$ cat src/rtl/mult_acc_pkg.sv
// Shared types and constants for the product accumulator.
// The optional saturation feature is selected by the MULT_ACC_SAT_EN macro.
package mult_acc_pkg;

    typedef enum logic {
        ACCUM = 1'b0,
        HOLD  = 1'b1
    } state_t;

    localparam int PROD_W    = 16;
    localparam int DEF_TERMS = 8;
    localparam int DEF_ACC_W = 18;

endpackage

$ cat src/rtl/mult_acc_add.sv
// Combinational accumulator adder: ACC_W + 16 bit unsigned add with carry out.
// With MULT_ACC_SAT_EN defined, a carry clamps the sum to all ones; otherwise it wraps.
module mult_acc_add
    import mult_acc_pkg::*;
#(
    parameter int ACC_W = DEF_ACC_W
) (
    input  logic [ACC_W-1:0]  acc,
    input  logic [PROD_W-1:0] prod,
    output logic [ACC_W-1:0]  sum,
    output logic              carry
);

    logic [ACC_W:0] raw;

    function automatic logic [ACC_W-1:0] saturate(input logic [ACC_W:0] v);
`ifdef MULT_ACC_SAT_EN
        return v[ACC_W] ? {ACC_W{1'b1}} : v[ACC_W-1:0];
`else
        return v[ACC_W-1:0];
`endif
    endfunction

    // Product is unsigned: zero-extend, never sign-extend.
    assign raw   = {1'b0, acc} + {{(ACC_W + 1 - PROD_W){1'b0}}, prod};
    assign carry = raw[ACC_W];
    assign sum   = saturate(raw);

endmodule

$ cat src/rtl/mult_accumulator.sv
// Sums TERMS consecutive multiplier products (or fewer, on prod_last) and holds each
// result on a valid/ready port, stalling upstream meanwhile. Saturation: MULT_ACC_SAT_EN.
module mult_accumulator
    import mult_acc_pkg::*;
#(
    parameter int TERMS = DEF_TERMS,
    parameter int ACC_W = DEF_ACC_W,
    parameter int CNT_W = $clog2(TERMS + 1)
) (
    input  logic              clk,
    input  logic              reset,
    input  logic [PROD_W-1:0] prod,
    input  logic              prod_valid,
    input  logic              prod_last,
    output logic              prod_ready,
    output logic [ACC_W-1:0]  acc_out,
    output logic [CNT_W-1:0]  acc_terms,
    output logic              acc_ovf,
    output logic              acc_valid,
    input  logic              acc_ready
);

    state_t            state;
    state_t            state_next;
    logic [ACC_W-1:0]  acc;
    logic [CNT_W-1:0]  cnt;
    logic              ovf;
    logic [ACC_W-1:0]  sum;
    logic              carry;
    logic              xfer;
    logic              close;
    logic              release_res;

    mult_acc_add #(.ACC_W(ACC_W)) u_add (
        .acc   (acc),
        .prod  (prod),
        .sum   (sum),
        .carry (carry)
    );

    assign xfer        = prod_valid & prod_ready;
    // prod_last and the TERMS-th transfer coincide into one close.
    assign close       = xfer & (prod_last | (cnt == CNT_W'(TERMS - 1)));
    assign release_res = (state == HOLD) & acc_ready;

    always_ff @(posedge clk) begin
        if (reset) begin
            state <= ACCUM;
        end else begin
            state <= state_next;
        end
    end

    always_comb begin
        state_next = state;
        case (state)
            ACCUM:   if (close)       state_next = HOLD;
            HOLD:    if (release_res) state_next = ACCUM;
            default: state_next = ACCUM;
        endcase
    end

    always_comb begin
        prod_ready = 1'b0;
        acc_valid  = 1'b0;
        case (state)
            ACCUM:   prod_ready = ~reset;
            HOLD:    acc_valid  = 1'b1;
            default: ;
        endcase
    end

    always_ff @(posedge clk) begin
        if (reset) begin
            acc       <= '0;
            cnt       <= '0;
            ovf       <= 1'b0;
            acc_out   <= '0;
            acc_terms <= '0;
            acc_ovf   <= 1'b0;
        end else if (xfer) begin
            acc <= sum;
            ovf <= ovf | carry;
            if (close) begin
                acc_out   <= sum;
                acc_terms <= cnt + CNT_W'(1);
                acc_ovf   <= ovf | carry;
            end else begin
                cnt <= cnt + CNT_W'(1);
            end
        end else if (release_res) begin
            acc <= '0;
            cnt <= '0;
            ovf <= 1'b0;
        end
    end

endmodule
$ cat config.mk
export PLATFORM = sky130hd
export DESIGN_NAME = mult_accumulator
export DESIGN_NICKNAME = d
export VERILOG_FILES = /design/src/rtl/mult_acc_pkg.sv /design/src/rtl/mult_acc_add.sv /design/src/rtl/mult_accumulator.sv
export SDC_FILE = /design/constraint.sdc
export NUM_CORES = 1
export LEC_CHECK = 0
export ABC_CLOCK_PERIOD_IN_PS = 2200
export BUFFER_PORTS_ARGS = -buffer_cell sky130_fd_sc_hd__buf_2
export CELL_PAD_IN_SITES_DETAIL_PLACEMENT = 1
export CELL_PAD_IN_SITES_GLOBAL_PLACEMENT = 2
export CORE_MARGIN = 5
export CORE_UTILIZATION = 33
export CTS_BUF_LIST = sky130_fd_sc_hd__clkbuf_16
export DETAILED_ROUTE_END_ITERATION = 12
export GPL_ROUTABILITY_DRIVEN = 0
export PLACE_DENSITY = 0.81
export SLEW_MARGIN = 10
export SYNTH_ARGS = -nofsm -noshare
export SYNTH_HDL_FRONTEND = slang
export SYNTH_SLANG_ARGS = --single-unit
$ cat constraint.sdc
create_clock -name clk -period 2.2 [get_ports clk]
set_input_delay 0 -clock clk [delete_from_list [all_inputs] [get_ports clk]]
set_output_delay 0 -clock clk [all_outputs]
set_load 0.02 [all_outputs]
* Yosys cells after proc, flatten, opt, wreduce, memory -nomap -nowiden *
Index checks and enable logic that the tools add are counted.

storage, ports and cells
  bits in registers = 47
  input bits = 21
  output and inout port bits = 25
  logic and storage cells = 33

cells by class
  multiplexer cells = 12
  add/subtract/negate cells = 2
  equality and inequality tests = 2
  reduce and logical (&&, ||, !) cells = 3
  bitwise operators = 7

operators by type and width
  cell                                                                    count
  18-bit two-way mux                                                      2
  18-bit by 16-bit adder with 19-bit output                               1
  4-bit two-way mux                                                       3
  1-bit two-way mux                                                       6
  4-bit by 1-bit adder with 4-bit output (second input constant)          1
  4-bit by 3-bit equality test with 1-bit output (second input constant)  1
  2-bit AND reduction                                                     2
  1-bit bitwise AND                                                       3
  2-bit inequality test (second input constant)                           1
  1-bit inverter                                                          2
  1-bit bitwise OR                                                        2
  1-bit one-hot mux with 2 select lines                                   1
  2-bit nonzero test                                                      1

* Longest topological paths before layout *
Gate-level depths: netlist (run 1).

  depth in word-level cells = 6
  gate-level depth with buffers = 9
  mapped depth without buffers = 9

* Modules after synthesis *
From an unflattened synthesis (run 1), not the netlist that was laid out.

second synthesis, totals
  cells, all modules = 314
  area total of the unflattened synthesis = 2790.2 um^2

by module, submodules not included
  module            cells an instance  instances  area an instance (um^2)
  mult_accumulator  197                1          1871.8
  mult_acc_add      117                1          918.4

* Worst setup path before layout (run 1) *
No wires, ideal clock.

  path type = register -> register
  start point = register acc[0]
  end point = register acc_ovf
  data required time = 2.114 ns
  slack = 0.199 ns
  setup time = 0.086 ns
  data arrival time = 1.916 ns
  stages on the path, launching flop included = 10
  period minus slack after synthesis = 2.001 ns
  cells stage by stage = dfxtp_1 ha_1 inv_1 fa_1 nor2b_1 o31a_1 o21ai_2 o221ai_2 a31oi_1 a211oi_1

on the way
  word-level cells in the longest chain between the ends = 2

ends and longest elaborated chain
  what                                       line                    text
  start: declaration                         mult_accumulator.sv:25  logic [ACC_W-1:0] acc;
  start signal: assignment                   mult_accumulator.sv:82  acc <= sum;
  18-bit by 16-bit adder with 19-bit output  mult_acc_add.sv:25      assign raw = {1'b0, acc} + {{(ACC_W + 1 - PROD_W){1'b0}}, prod};
  1-bit bitwise OR                           mult_accumulator.sv:87  acc_ovf <= ovf | carry;
  end signal: assignment                     mult_accumulator.sv:87
  end: declaration                           mult_accumulator.sv:18  output logic acc_ovf,

No other way between the ends.
A chain may end at the register's enable or synchronous reset.

* Worst setup path after layout (run 1) *
  start point = register acc[0]
  end point = register acc_out[16]

on the way
  word-level cells in the longest chain between the ends = 1

ends and longest elaborated chain
  what                                       line                    text
  18-bit by 16-bit adder with 19-bit output  mult_acc_add.sv:25
  end signal: assignment                     mult_accumulator.sv:85  acc_out <= sum;
  end: declaration                           mult_accumulator.sv:16  output logic [ACC_W-1:0] acc_out,

No other way between the ends.

==> flow_metrics.py, run 1 <==
metrics = {
    "die": {
        "rows": 32,
        "dieHeight_um": 98.3,
        "die_x_um": 98.3,
        "die_area_um2": 9660,
        "coreArea_um2": 7650,
        "start_util": 0.336,
        "num_io_pins": 46,
    },
    "critical_path": {
        "cp_data_arrival_time_ns": 2.24,
        "cpMaxStageDelayCell": "fa_2",
        "cp_data_required_time_ns": 2.37,
        "start_kind": "flop",
        "critical_path.max_stage_delay_ns": 0.34,
        "cp_max_fo": 5,
        "crit_path_end_kind": "flop",
        "crit_chain": "ha_1 > inv_1 > fa_2 > nor2b_1 > o31a_1 > o21ai_4 > o221ai_2 > buf_4 > xnor2_1 > o21ai_1",
        "worst-setup-path-type": "reg2reg",
    },
    "timing": {
        "tightest_slew_ns": 0.845,
        "hold_viol_final": 0,
        "fmax_ghz": 0.484,
        "post-route-period-util": 0.938,
        "setup_viol": 0,
        "fin_skew_ns": 0.00543,
        "maxSlewViolCount": 0,
        "max_slew_margin": 0.437,
        "fin_crit_ns": 2.06,
        "tns_ns": 0,
        "whs_ns": 0.0233,
    },
    "cts": {
        "cts_made_buffers": 5,
        "cts_tree": "built",
        "hold_buffers": 0,
        "clk_pin_slew_worst_paths_ns": 0.06,
        "cts_max_path_buffers": 2,
        "htreeDepth": 2,
        "clockRootBuffer": "clkbuf_16",
        "clkLatencyLatePin_ns": 0.29,
        "cts_num_sinks": 47,
    },
    "power_and_ir_drop": {
        "pwr-share-clk": 0.350,
        "p_leak_nw": 1.30,
        "internal_power_mw": 1.68,
        "switching_share": 0.301,
        "ir_drop_mv": 0.317,
        "p_sw_mw": 0.725,
        "combPwrFrac": 0.256,
        "p_per_area_nw_per_um2": 766,
        "p_seq_frac": 0.394,
    },
    "synthesis": {
        "synth_warnings": 0,
        "syn_area_um2": 2570,
        "synth-edff-count": 0,
        "syn_nets": 351,
        "ys_types": 48,
        "synth-seq-area-share": 0.366,
        "netlist_instances": 312,
        "synth-main-ff-cell": "dfxtp_1",
        "synth-seq-cells": 47,
        "syn-mean-instance-area_um2": 8.25,
        "async_flop_share": 0,
    },
    "global_route": {
        "grt_pass1_vias": 2449,
        "grt_start_max_net_pins": 32,
        "overflow": 0,
        "grtUsageTotal": 0.148,
        "grt_pass1_wl_mm": 11.9,
        "antenna_found_initial": 0,
    },
    "detailed_routing": {
        "ant_nets": 0,
        "routedWlPerCell_um": 15.1,
        "totalWireLength_mm": 7.01,
        "drt_iter0_markers": 59,
        "vias_per_cell": 5.20,
        "vias": 2413,
        "drc": 0,
        "drtPass1Iterations": 4,
    },
    "placement": {
        "dpl.hpwl_mm": 5.33,
        "io_buffers": 45,
    },
    "min_path": {
        "hold_class": "in2reg",
    },
    "final_layout": {
        "area_delta_synth_final_pct": 22.1,
        "diodes": 0,
        "drive_gt1_frac": 0.221,
        "final_net_count": 401,
        "nFillCells": 937,
    },
    "outcome": {
        "status": "completed",
    },
    "flow_run": {
        "max_cap_violations": 0,
    },
}
==> cell type report <==
type | instances | area [um^2] | area share
clock inverter | 2 | 33.8 | 0.0108
clock buffer | 5 | 125 | 0.0398
multi-input combinational | 243 | 1560 | 0.498
sequential | 47 | 941 | 0.300
tap | 102 | 128 | 0.0406
timing repair buffer | 58 | 323 | 0.103
inverter | 7 | 26.3 | 0.00837
==> cell usage after synthesis, drive strengths merged, types with 7 or more instances <==
cell,n,area share
xnor2,15,0.051
nor2,32,0.048
nand2,41,0.060
a211oi,7,0.022
nand3,16,0.033
a22oi,8,0.023
nor3,7,0.014
clkbuf,10,0.015
a21oi,29,0.058
ha,17,0.083
o21ai,31,0.063
dfxtp,47,0.37
inv,7,0.010
==> worst max-delay path: cells and delay by family, from the launching register on <==
family                   cells  cell delay, ns
buffers and inverters        2            0.22
adder cells (fa/ha/maj)      2            0.50
AO/OA/AOI/OAI                4            0.62
flip-flops                   1            0.33
AND/OR/NAND/NOR              1            0.15
XOR/XNOR                     1            0.13
==> per-layer routing <==
layer	track usage	vias up	share of wire
li1	-	1218	-
met1	0.192	1158	0.47
met2	0.253	28	0.49
met3	0.0229	9	0.024
met4	0.0441	0	0.012
met5	0	-	0
==> cells in the final DEF (no fill, tap or decap), types with 3 or more instances in the layout <==
master | synthesis | routed
nor2_1 | 31 | 31
a21oi_1 | 28 | 27
a31oi_1 | 3 | 3
clkbuf_16 | 0 | 5
dfxtp_1 | 47 | 47
nand2_1 | 41 | 41
buf_4 | 0 | 13
a211oi_1 | 6 | 6
o21ai_1 | 10 | 11
o21ai_0 | 19 | 18
a22oi_1 | 8 | 8
inv_1 | 7 | 8
xnor2_1 | 15 | 15
ha_1 | 17 | 17
nand3_1 | 15 | 15
nor2b_1 | 3 | 3
buf_2 | 5 | 45
nor3_1 | 7 | 7
==> state kept, by name (all words and copies together), names as in the netlist <==
register and flops:
acc 18, acc_out 18, acc_ovf 1, acc_terms 4, cnt 4, ovf 1, state 1
==> path summary, 6_finish.rpt <==
path         startpoint     endpoint  slack (ns)  cells past startpoint
max              acc[0]  acc_out[16]        0.14                     10
min           acc_ready        state        0.02                      3
max reg2reg      acc[0]  acc_out[16]        0.14                     10
min reg2reg     acc[13]      acc[13]        0.45                      2
==> through the flow <==
step / area (um^2) / power, mW / util / std cells / setup WS (ns)
6_report: 3140 / 2.40 / 0.411 / 464 / 0.136
5_1_grt: 3140 / 2.54 / 0.411 / 464 / -0.0205
4_1_cts: 3100 / 2.43 / 0.406 / 462 / 0.0394
3_5_place_dp: 2950 / 1.57 / 0.385 / 455 / 0.0553
3_3_place_gp: 2950 / 1.56 / 0.385 / 455 / 0.0718
2_1_floorplan: 2570 / 1.40 / - / 312 / 0.199
==> power by group through the flow <==
stage	registers, mW	logic (mW)	clock network, mW
after floorplan	0.998	0.403	0
after global placement	0.965	0.591	0
after detailed placement	0.968	0.601	0
after CTS	0.949	0.606	0.877
after global routing	0.955	0.683	0.906
final	0.948	0.615	0.842
==> logic make-up after synthesis <==
kind of cell / synth area share
adders and majority gates: 0.0905
AOI/OAI and AO/OA: 0.255
DFF: 0.366
and+or+nand+nor: 0.203
buffers and inverters: 0.0345
xor gates and xnor gates: 0.0511
==> timing repair <==
action	in CTS	in global routing
buffers inserted	0	2
gates resized for setup	0	5
setup endpoints to repair	0	12
Power figures use the tool's default switching activity.
==> run 2, diff against run 1 <==
--- a/config.mk
+++ b/config.mk
@@ -14,7 +14,7 @@
 export CTS_BUF_LIST = sky130_fd_sc_hd__clkbuf_16
 export DETAILED_ROUTE_END_ITERATION = 12
 export GPL_ROUTABILITY_DRIVEN = 0
-export PLACE_DENSITY = 0.81
+export PLACE_DENSITY_LB_ADDON = 0.2
 export SLEW_MARGIN = 10
 export SYNTH_ARGS = -nofsm -noshare
 export SYNTH_HDL_FRONTEND = slang
==> flow_metrics.py, run 2 (synthesized netlist as in run 1, its figures left out) <==
metrics = {
    "timing": {
        "fin_skew_ns": 0.00701,
        "hold_viol_final": 0,
        "max_slew_margin": 0.461,
        "rsz0062_at_grt": "no",
        "post-route-period-util": 0.935,
        "setup_viol": 0,
        "maxSlewViolCount": 0,
        "fmax_ghz": 0.486,
        "fin_crit_ns": 2.06,
        "tns_ns": 0,
        "tightest_slew_ns": 0.808,
    },
    "detailed_routing": {
        "routedWlPerCell_um": 15.1,
        "totalWireLength_mm": 6.96,
        "drt_iter0_markers": 34,
        "drtPass1Iterations": 4,
        "vias": 2363,
        "vias_per_cell": 5.11,
        "ant_nets": 0,
        "drc": 0,
    },
    "final_layout": {
        "seqCellArea_um2": 941,
        "top_regs": "acc x18, acc_out x18",
        "drive_gt1_frac": 0.225,
        "post-route-cell-area_um2": 3130,
        "diodes": 0,
        "final_net_count": 398,
        "multi_input_area_um2": 1560,
        "nFillCells": 939,
        "mostFrequentLayoutCell": "dfxtp_1",
        "mostFrequentLayoutCells": "dfxtp_1, buf_2, nand2_1",
        "area_delta_synth_final_pct": 21.5,
    },
    "cts": {
        "clockRootBuffer": "clkbuf_16",
        "cts_made_buffers": 5,
        "cts_max_path_buffers": 2,
        "clk_pin_slew_worst_paths_ns": 0.07,
        "htreeDepth": 2,
        "cts_num_sinks": 47,
        "cts_tree": "built",
        "clkLatencyLatePin_ns": 0.29,
    },
    "min_path": {
        "hold_class": "in2reg",
        "worstHoldStart": "acc_ready",
        "min_to": "state",
        "hold_depth": 3,
    },
    "global_route": {
        "met2_usage": 0.246,
        "grt_pass1_wl_mm": 11.7,
        "gr-usage-met3": 0.0271,
        "overflow": 0,
        "top_usage_layer": "met2",
        "grt_pass1_vias": 2474,
        "grtUsageTotal": 0.147,
        "grt_start_max_net_pins": 32,
        "met1_usage": 0.193,
        "antenna_found_initial": 0,
    },
    "die": {
        "coreArea_um2": 7650,
        "num_io_pins": 46,
        "start_util": 0.336,
        "rows": 32,
        "dieHeight_um": 98.3,
        "die_x_um": 98.3,
        "die_area_um2": 9660,
    },
    "critical_path": {
        "r2r_end": "acc[16]",
        "cp_max_fo": 7,
        "crit_path_end_kind": "flop",
        "worstReg2RegStart": "acc[9]",
        "start_kind": "flop",
        "cp_data_required_time_ns": 2.43,
        "r2r_cells": 8,
        "cp_data_arrival_time_ns": 2.29,
        "ff2ff_setup_slack_ns": 0.14,
        "worst-setup-path-type": "reg2reg",
    },
    "power_and_ir_drop": {
        "p_seq_frac": 0.390,
        "pwr-share-clk": 0.362,
        "p_sw_mw": 0.743,
        "ir_drop_mv": 0.408,
        "p_per_area_nw_per_um2": 777,
        "combPwrFrac": 0.248,
        "internal_power_mw": 1.69,
        "switching_share": 0.306,
        "p_leak_nw": 1.28,
    },
    "placement": {
        "dpl.hpwl_mm": 5.29,
        "io_buffers": 45,
        "dpl_cell_area_um2": 2930,
    },
    "outcome": {
        "status": "completed",
    },
    "flow_run": {
        "max_cap_violations": 0,
    },
}
run 2: cell count changes in the layout (fill, tap and decap cells not counted), sizes merged:
cell / delta
clkinv: +2
inv: -1
buf: -3
run 2: repair_timing:
item | in CTS | in global routing
endpoints found under the setup margin | 0 | 12
resized for setup | 0 | 7
hold buffers | 0 | 0
setup buffers | 0 | 1
run 2: cell type report:
class | instances | area share
clock inverters | 3 | 0.0140
clock buffers | 5 | 0.0400
well taps | 102 | 0.0408
flip-flops and latches | 47 | 0.301
multi-input cells | 243 | 0.500
inverters | 7 | 0.00840
repair buffers | 55 | 0.0960
run 2: layer usage:
| layer | vias to the layer above | part of all wire |
|---|---|---|
| met1 | 1116 | 0.48 |
| met2 | 28 | 0.48 |
| met4 | 0 | 0.015 |
| li1 | 1212 | - |
| met3 | 7 | 0.023 |
| met5 | - | 0 |
run 2: stage by stage:
stage          cells   util  hold WS, ns  total power, mW  setup WS, ns
2_1_floorplan    312      -        0.182             1.40         0.199
3_3_place_gp     453  0.383        0.311             1.56        0.0989
3_5_place_dp     453  0.383        0.325             1.56        0.0234
4_1_cts          461  0.405       0.0143             2.46        0.0133
5_1_grt          462  0.409       0.0378             2.57       0.00756
6_report         462  0.409       0.0241             2.43         0.143
run 2: how the worst max path moves through the flow:
stage | from | to | slack (ns) | cells past startpoint
floorplan | acc[0] | acc_ovf | 0.20 | 9
global placement | acc[0] | acc_out[16] | 0.1 | 10
detailed placement | acc[0] | acc_out[16] | 0.02 | 10
CTS | acc[0] | acc_ovf | 0.01 | 9
global route | acc[9] | acc[16] | 0.008 | 8
finish | acc[9] | acc[16] | 0.14 | 8
run 2: critical path, cell delays in order (launching register included):
cell and delay [ns]:
dfxtp_1 0.32, ha_1 0.40, a211oi_2 0.31, nor2_1 0.11, o41ai_2 0.30, o221ai_2 0.15
buf_4 0.16, o21ba_1 0.16, o21ai_1 0.10
run 2: power by group through the flow:
stage | Combinational [mW] | Clock [mW] | Sequential [mW]
after floorplan | 0.403 | 0 | 0.998
after global placement | 0.592 | 0 | 0.965
after detailed placement | 0.597 | 0 | 0.968
after CTS | 0.600 | 0.909 | 0.948
after global routing | 0.675 | 0.937 | 0.955
final | 0.601 | 0.880 | 0.948
==> run 3, diff against run 2 <==
--- a/config.mk
+++ b/config.mk
@@ -15,6 +15,7 @@
 export DETAILED_ROUTE_END_ITERATION = 12
 export GPL_ROUTABILITY_DRIVEN = 0
 export PLACE_DENSITY_LB_ADDON = 0.2
+export RECOVER_POWER = 100
 export SLEW_MARGIN = 10
 export SYNTH_ARGS = -nofsm -noshare
 export SYNTH_HDL_FRONTEND = slang
==> flow_metrics.py, run 3 (synthesized netlist as in run 1, its figures left out) <==
metrics = {
    "power_and_ir_drop": {
        "internal_power_mw": 1.68,
        "p_seq_frac": 0.393,
        "pwr-share-clk": 0.363,
        "p_leak_nw": 1.18,
        "ir_drop_mv": 0.409,
        "p_per_area_nw_per_um2": 783,
        "combPwrFrac": 0.244,
        "p_sw_mw": 0.740,
        "switching_share": 0.306,
    },
    "global_route": {
        "grt_pass1_wl_mm": 11.7,
        "grtUsageTotal": 0.147,
        "antenna_found_initial": 0,
        "gr-usage-met3": 0.0271,
        "grt_start_max_net_pins": 32,
        "met1_usage": 0.193,
        "met2_usage": 0.246,
        "overflow": 0,
        "grt_pass1_vias": 2474,
        "top_usage_layer": "met2",
    },
    "timing": {
        "max_slew_margin": 0.458,
        "maxSlewViolCount": 0,
        "post-route-period-util": 0.935,
        "setup_viol": 0,
        "rsz0062_at_grt": "no",
        "hold_viol_final": 0,
        "whs_ns": 0.0232,
        "fin_skew_ns": 0.00643,
        "fmax_ghz": 0.486,
        "tightest_slew_ns": 0.814,
        "tns_ns": 0,
        "fin_crit_ns": 2.06,
    },
    "cts": {
        "cts_num_sinks": 47,
        "cts_tree": "built",
        "cts_max_path_buffers": 2,
        "clkLatencyLatePin_ns": 0.29,
        "cts_made_buffers": 5,
        "clockRootBuffer": "clkbuf_16",
        "clk_pin_slew_worst_paths_ns": 0.07,
        "htreeDepth": 2,
    },
    "critical_path": {
        "r2r_end": "acc[16]",
        "crit_chain": "ha_1 > a211oi_2 > nor2_1 > o41ai_2 > o221ai_2 > buf_4 > o21ba_1 > o21ai_1",
        "r2r_cells": 8,
        "critical_path.max_stage_delay_ns": 0.40,
        "crit_path_end_kind": "flop",
        "worstReg2RegStart": "acc[9]",
        "cpMaxStageDelayCell": "ha_1",
        "worst-setup-path-type": "reg2reg",
        "start_kind": "flop",
        "cp_data_required_time_ns": 2.43,
        "cp_max_fo": 7,
        "ff2ff_setup_slack_ns": 0.14,
        "cp_data_arrival_time_ns": 2.29,
    },
    "die": {
        "coreArea_um2": 7650,
        "start_util": 0.336,
        "num_io_pins": 46,
        "dieHeight_um": 98.3,
        "die_area_um2": 9660,
        "rows": 32,
        "die_x_um": 98.3,
    },
    "detailed_routing": {
        "vias": 2366,
        "drt_iter0_markers": 38,
        "ant_nets": 0,
        "drtPass1Iterations": 4,
        "drc": 0,
        "totalWireLength_mm": 6.98,
        "routedWlPerCell_um": 15.1,
        "vias_per_cell": 5.12,
    },
    "flow_run": {
        "max_cap_violations": 0,
    },
    "placement": {
        "dpl.hpwl_mm": 5.29,
        "io_buffers": 45,
    },
    "final_layout": {
        "drive_gt1_frac": 0.153,
        "mostFrequentLayoutCells": "dfxtp_1, nand2_1, nor2_1",
        "mostFrequentLayoutCell": "dfxtp_1",
        "nFillCells": 948,
        "final_net_count": 398,
        "area_delta_synth_final_pct": 20.0,
        "top_regs": "acc x18, acc_out x18",
        "diodes": 0,
    },
    "min_path": {
        "worstHoldStart": "acc_ready",
        "min_to": "state",
        "hold_class": "in2reg",
        "hold_depth": 3,
    },
    "outcome": {
        "status": "completed",
    },
}
-- run 3: power by group through the flow --
stage / combinational (mW) / sequential [mW] / clock (mW)
finish: 0.590 / 0.949 / 0.877
global route: 0.663 / 0.956 / 0.937
CTS: 0.600 / 0.948 / 0.909
detailed placement: 0.597 / 0.968 / 0
global placement: 0.592 / 0.965 / 0
floorplan: 0.403 / 0.998 / 0
-- run 3: cell type report --
class / count / area (um^2) / share of cell area
Timing Repair Buffer: 55 / 267 / 0.0863
Sequential cell: 47 / 941 / 0.305
Tap cell: 102 / 128 / 0.0413
Inverter: 7 / 26.3 / 0.00851
Clock buffer: 5 / 125 / 0.0405
Multi-Input combinational cell: 243 / 1560 / 0.504
Clock inverter: 3 / 43.8 / 0.0142
-- run 3: worst max-delay path by stage --
stage | slack [ns] | cells after the start | startpoint | endpoint
after floorplan | 0.20 | 9 | acc[0] | acc_ovf
after global placement | 0.1 | 10 | acc[0] | acc_out[16]
after detailed placement | 0.02 | 10 | acc[0] | acc_out[16]
after CTS | 0.01 | 9 | acc[0] | acc_ovf
after global routing | 0.008 | 8 | acc[9] | acc[16]
final | 0.14 | 8 | acc[9] | acc[16]
-- run 3: what timing repair did --
item | 4_1_cts | 5_1_grt
gates resized for setup | 0 | 7
buffers inserted | 0 | 1
hold buffers | 0 | 0
setup endpoints to repair | 0 | 12
-- run 3: critical path: cells and delay by family (launching register included) --
kind / cells / cell delay (ns)
compound gates: 5 / 1.02
buf+inv: 1 / 0.16
flops: 1 / 0.32
fa+ha+maj: 1 / 0.40
simple gates: 1 / 0.11
-- run 3: through the flow --
step	utilization	total power [mW]	worst slack (ns)	area (um^2)	instances
after floorplan	-	1.40	0.199	2570	312
after global placement	0.383	1.56	0.0989	2930	453
after detailed placement	0.383	1.56	0.0234	2930	453
after CTS	0.405	2.46	0.0133	3100	461
after global routing	0.404	2.56	0.00756	3090	462
final	0.404	2.42	0.144	3090	462
-- run 3: metal layers --
layer	wire length, um	vias up
met5	0	-
met4	104	0
met3	172	8
met2	3360	28
met1	3340	1120
li1	-	1210
